## src/rtl/icache_fill_ctrl.sv

```systemverilog
// ============================================================================
// icache_fill_ctrl : direct-mapped read-only I-cache with a 4-beat line filler
// Revision 1.0
// ============================================================================
`default_nettype none

module icache_fill_ctrl #(
  parameter int S_INDEX = 4
) (
  input  logic        clk,
  input  logic        rst_n,
  input  logic        instr_mem_read,
  input  logic [31:0] instr_mem_address,
  output logic [31:0] instr_mem_rdata,
  output logic        instr_mem_resp,
  input  logic        continue_i_cache,
  input  logic        inval_req,
  output logic        pmem_read,
  output logic [31:0] pmem_address,
  input  logic [63:0] pmem_rdata,
  input  logic        pmem_resp
);

  localparam int SETS  = 1 << S_INDEX;
  localparam int TAG_W = 32 - 5 - S_INDEX;

  typedef enum logic [1:0] {
    CHECK = 2'd0,
    FILL  = 2'd1,
    DONE  = 2'd2
  } state_e;

  state_e            state_q, state_d;
  logic [SETS-1:0]   valid_q, valid_d;
  logic [TAG_W-1:0]  tag_q  [SETS];
  logic [255:0]      data_q [SETS];
  logic [191:0]      buf_q, buf_d;
  logic [1:0]        beat_q, beat_d;
  logic [31:0]       line_q, line_d;
  logic              pend_q, pend_d;

  logic [S_INDEX-1:0] req_idx_w, fill_idx_w;
  logic [TAG_W-1:0]   req_tag_w, fill_tag_w;
  logic               hit_w, fill_done_w;
  logic               unused_addr_bits;

  assign req_idx_w   = instr_mem_address[5+S_INDEX-1:5];
  assign req_tag_w   = instr_mem_address[31:5+S_INDEX];
  assign fill_idx_w  = line_q[5+S_INDEX-1:5];
  assign fill_tag_w  = line_q[31:5+S_INDEX];
  assign unused_addr_bits = ^instr_mem_address[1:0];

  // A pending invalidate forces every lookup in the first CHECK cycle to miss.
  assign hit_w       = instr_mem_read && valid_q[req_idx_w] &&
                       (tag_q[req_idx_w] == req_tag_w) && !pend_q;
  assign fill_done_w = (state_q == FILL) && pmem_resp && (beat_q == 2'd3);
  assign pmem_address = line_q;

  always_comb begin
    state_d         = state_q;
    valid_d         = valid_q;
    buf_d           = buf_q;
    beat_d          = beat_q;
    line_d          = line_q;
    pend_d          = pend_q;
    instr_mem_resp  = 1'b0;
    instr_mem_rdata = 32'd0;
    pmem_read       = 1'b0;
    case (state_q)
      CHECK: begin
        if (!instr_mem_read) begin
          instr_mem_resp = 1'b1;
        end else if (hit_w) begin
          instr_mem_resp  = 1'b1;
          instr_mem_rdata = data_q[req_idx_w][{instr_mem_address[4:2], 5'b0} +: 32];
        end else if (continue_i_cache) begin
          line_d  = {instr_mem_address[31:5], 5'b0};
          beat_d  = 2'd0;
          state_d = FILL;
        end
        if (inval_req || pend_q) begin
          valid_d = '0;
          pend_d  = 1'b0;
        end
      end
      FILL: begin
        pmem_read = 1'b1;
        if (inval_req) pend_d = 1'b1;
        if (pmem_resp) begin
          beat_d = beat_q + 2'd1;
          case (beat_q)
            2'd0:    buf_d[63:0]    = pmem_rdata;
            2'd1:    buf_d[127:64]  = pmem_rdata;
            2'd2:    buf_d[191:128] = pmem_rdata;
            default: begin
              valid_d[fill_idx_w] = 1'b1;
              state_d             = DONE;
            end
          endcase
        end
      end
      DONE: begin
        if (inval_req) pend_d = 1'b1;
        state_d = CHECK;
      end
      default: state_d = CHECK;
    endcase
  end

  always_ff @(posedge clk or negedge rst_n) begin
    if (!rst_n) begin
      state_q <= CHECK;
      valid_q <= '0;
      buf_q   <= '0;
      beat_q  <= 2'd0;
      line_q  <= 32'd0;
      pend_q  <= 1'b0;
    end else begin
      state_q <= state_d;
      valid_q <= valid_d;
      buf_q   <= buf_d;
      beat_q  <= beat_d;
      line_q  <= line_d;
      pend_q  <= pend_d;
    end
  end

  // Line storage carries no reset; the valid bits alone gate its use.
  always_ff @(posedge clk) begin
    if (fill_done_w) begin
      data_q[fill_idx_w] <= {pmem_rdata, buf_q};
      tag_q[fill_idx_w]  <= fill_tag_w;
    end
  end

endmodule

`default_nettype wire

```

## config.mk

```make
export PLATFORM = sky130hd
export DESIGN_NAME = icache_fill_ctrl
export DESIGN_NICKNAME = d
export VERILOG_FILES = /design/src/rtl/icache_fill_ctrl.sv
export SDC_FILE = /design/constraint.sdc
export NUM_CORES = 2
export LEC_CHECK = 0
export CAP_MARGIN = 0
export CORE_MARGIN = 3
export CORE_UTILIZATION = 55
export CTS_CLUSTER_SIZE = 40
export DETAILED_ROUTE_END_ITERATION = 10
export PLACE_DENSITY = 0.71
export SKIP_CTS_REPAIR_TIMING = 1
export SLEW_MARGIN = 10
export SYNTH_ARGS = -nofsm -noshare
export SYNTH_HDL_FRONTEND = slang
export SYNTH_MEMORY_MAX_BITS = 65536
export SYNTH_SLANG_ARGS = --single-unit
```

## constraint.sdc

```tcl
create_clock -name clk -period 23.5 [get_ports clk]
set_input_delay 2.35 -clock clk [delete_from_list [all_inputs] [get_ports clk]]
set_output_delay 2.35 -clock clk [all_outputs]
set_load 0.02 [all_outputs]
```

==> impl_metrics.py <==
metrics = {
    "cts": {
        "cts_inserted_buffers": 452,
        "clk_path_buf_depth": 4,
        "insertion_delay_ns": 0.96,
        "clk_pin_slew_ns": 0.06,
        "htree_levels": 5,
        "clock-sinks": 4704,
        "cts_tree": "yes",
        "cts_root_buf": "clkbuf_16",
    },
    "min_path": {
        "hold_start": "state_q[1]",
        "min_path_type": "reg -> reg",
        "holdPathStages": 1,
        "holdPathEnd": "state_q[1]",
    },
    "global_route": {
        "grt_overflow": 0,
        "grt_pass1_vias": 83257,
        "antenna_found_initial": 30,
        "grt_first_pass_wirelength_um": 594000,
        "grt_max_degree": 168,
        "gr-usage-all-layers_pct": 24.7,
    },
    "pwr": {
        "cellPowerDensity_nw_per_um2": 96.5,
        "peakVddDrop_mv": 0.0705,
        "p_leak_nw": 63.6,
        "total_power_mw": 19.4,
    },
    "critical_path": {
        "r2r_start": "state_q[1]",
        "cp_data_arrival_time_ns": 9.81,
        "crit_type": "in -> out",
        "crit_start": "instr_mem_address[5]",
        "cp_max_fo": 96,
        "critPathRequiredTime_ns": 21.15,
        "r2r_slack_ns": 16.50,
        "r2r-end": "data_q[12][101]",
        "start_kind": "input pin",
        "reg2reg_depth": 10,
        "endpoint_kind": "output port",
    },
    "yosys": {
        "synth_simple_gate_area_share_pct": 0.381,
        "synthTopCellsByArea": "edfxtp_1 75%, mux4_2 18%, dfrtp_1 3.4%, mux2_2 1.3%, mux2i_1 0.54%",
        "synth_xor_area_share_pct": 0.142,
        "synth_top_area_share_pct": 74.9,
        "ys_types": 58,
        "synth_edf_count": 4464,
        "synth_compound_area_share_pct": 0.321,
        "synthTopCellsByCount": "4464 x edfxtp_1, 1422 x mux4_2, 240 x dfrtp_1",
        "synthAdderAreaFrac_pct": 0.0419,
        "synth_top_area_cell": "edfxtp_1",
        "yosys.cell_count.top_type": "edfxtp_1",
        "yosysSeqAreaShare_pct": 78.3,
        "syn_inst": 7094,
        "synth_area_um2": 179000,
        "synth_async_sr_flop_share_pct": 5.10,
        "syn_avg_cell_area_um2": 25.2,
        "yosys_most_used_dff": "edfxtp_1",
        "synth_top_family_by_area": "multiplexers",
        "yosysWarningCount": 0,
        "muxShareOfSynthArea_pct": 19.9,
        "synth_seq_cells": 4704,
    },
    "timing": {
        "final_hold_viol_count": 0,
        "drv_slew": 0,
        "period_needed_ns": 12.16,
        "period_share_pct": 51.8,
        "clock_skew_ns": 0.0393,
        "grt_setup_unrepaired": "no",
        "slew_headroom_pct": 14.6,
        "fin_setup_tns_ns": 0,
        "setup_violations": 0,
        "max_freq_mhz": 82.2,
        "worst-slew-pin-transition_ns": 1.28,
    },
    "run": {
        "max_cap_viol_count": 0,
    },
    "die": {
        "die_w_um": 576,
        "coreArea_um2": 322000,
        "fp.dieH_um": 576,
        "boundaryPins": 168,
        "rows": 208,
        "die_area_um2": 332000,
        "start_util_pct": 55.5,
    },
    "route": {
        "first_pass_iters": 5,
        "post-route-drc-count": 0,
        "wl_um": 405000,
        "drtIter0Drc": 9172,
        "avgRoutedWirePerCell_um": 33.1,
        "avgViaCountPerCell": 6.52,
        "drtAntennaViolNets": 0,
        "vias": 79752,
    },
    "status": {
        "status": "completed",
    },
    "finish": {
        "fin_nets": 7618,
        "synthToLayoutAreaGrowth_pct": 12.4,
        "drive_gt1_share_pct": 31.9,
    },
    "placed_design": {
        "dpl.hpwl_um": 199000,
        "gp_congestion": 0.779,
        "portBuffers": 160,
    },
}
[layout by cell type (no fill, tap or decap), types with 19 or more instances in the layout]
master / netlist / routed
mux2_4: 19 / 19
clkbuf_16: 0 / 462
diode_2: 0 / 20
clkbuf_1: 185 / 132
mux2i_1: 97 / 95
mux2_2: 204 / 204
mux4_2: 1422 / 1422
clkdlybuf4s50_1: 0 / 152
nor2_1: 74 / 62
clkinv_2: 0 / 82
clkbuf_8: 0 / 61
edfxtp_1: 4464 / 4464
bufinv_16: 0 / 39
clkinv_1: 1 / 52
dfrtp_1: 240 / 240
buf_4: 20 / 153
[cells by family (layout without fill, tap and decap cells)]
kind of cell	after synthesis	count (layout)
other	1	25
AND/OR/NAND/NOR	148	148
adder cells (fa/ha/maj)	6	6
flip-flops	4704	4704
multiplexers	1746	1746
AO/OA/AOI/OAI	80	80
XOR/XNOR	29	29
buffers and inverters	380	1194
[area by class of cell]
cell class                 count  area (um^2)
inverter                       8         37.5
clock buffer                 654        12900
timing repair buffer         330         3130
multi-input combinational   2014        37500
sequential                  4704       140000
clock inverter               202         2210
antenna                       20         50.0
fill                       20676       121000
tap                         4305         5390
[metrics by stage]
step	util, %	hold slack (ns)	std cells	area (um^2)	setup slack, ns
after CTS	62.4	0.500	12217	201000	11.02
after floorplan	-	0.460	7098	179000	0.476
after global placement	57.7	0.487	11361	186000	11.00
final	62.4	0.504	12237	201000	11.34
after detailed placement	57.7	0.486	11361	186000	11.01
after global routing	62.4	0.516	12218	201000	10.58
[critical path, cell delays in order]
cell,delay (ns)
buf_16,0.40
buf_4,0.75
buf_4,0.77
buf_4,0.90
buf_4,0.82
buf_12,0.61
mux4_2,0.60
mux4_2,0.52
mux4_2,0.54
mux2i_1,0.30
nor2_1,0.07
clkdlybuf4s50_1,0.68
[layer usage]
layer | wire length (um) | up-vias | global-route usage [%]
li1 | - | 31693 | -
met1 | 158000 | 43761 | 35.9
met2 | 203000 | 3654 | 40.1
met3 | 33900 | 640 | 3.74
met4 | 10300 | 4 | 6.34
met5 | 24 | - | 0
[sequential cells by signal (all words and copies together), names as in the netlist]
signal,count
data_q,4096
tag_q,368
buf_q,192
pmem_address,27
valid_q,16
beat_q,2
state_q,2
pend_q,1
[worst max-delay path by stage]
stage,end,slack (ns),cells past startpoint
floorplan,data_q[12][0],0.48,4
global placement,instr_mem_rdata[21],11.00,12
detailed placement,instr_mem_rdata[21],11.01,12
CTS,instr_mem_rdata[21],11.02,12
global route,instr_mem_rdata[21],10.58,12
finish,instr_mem_rdata[21],11.34,12
[power breakdown]
part / leakage [nW] / internal (mW) / total, mW / switching [mW]
clock network: 7.40 / 4.24 / 7.28 / 3.05
registers: 43.2 / 10.3 / 11.1 / 0.781
logic: 13.0 / 0.541 / 1.08 / 0.537
Note: power is estimated with default switching activity, not from simulation.
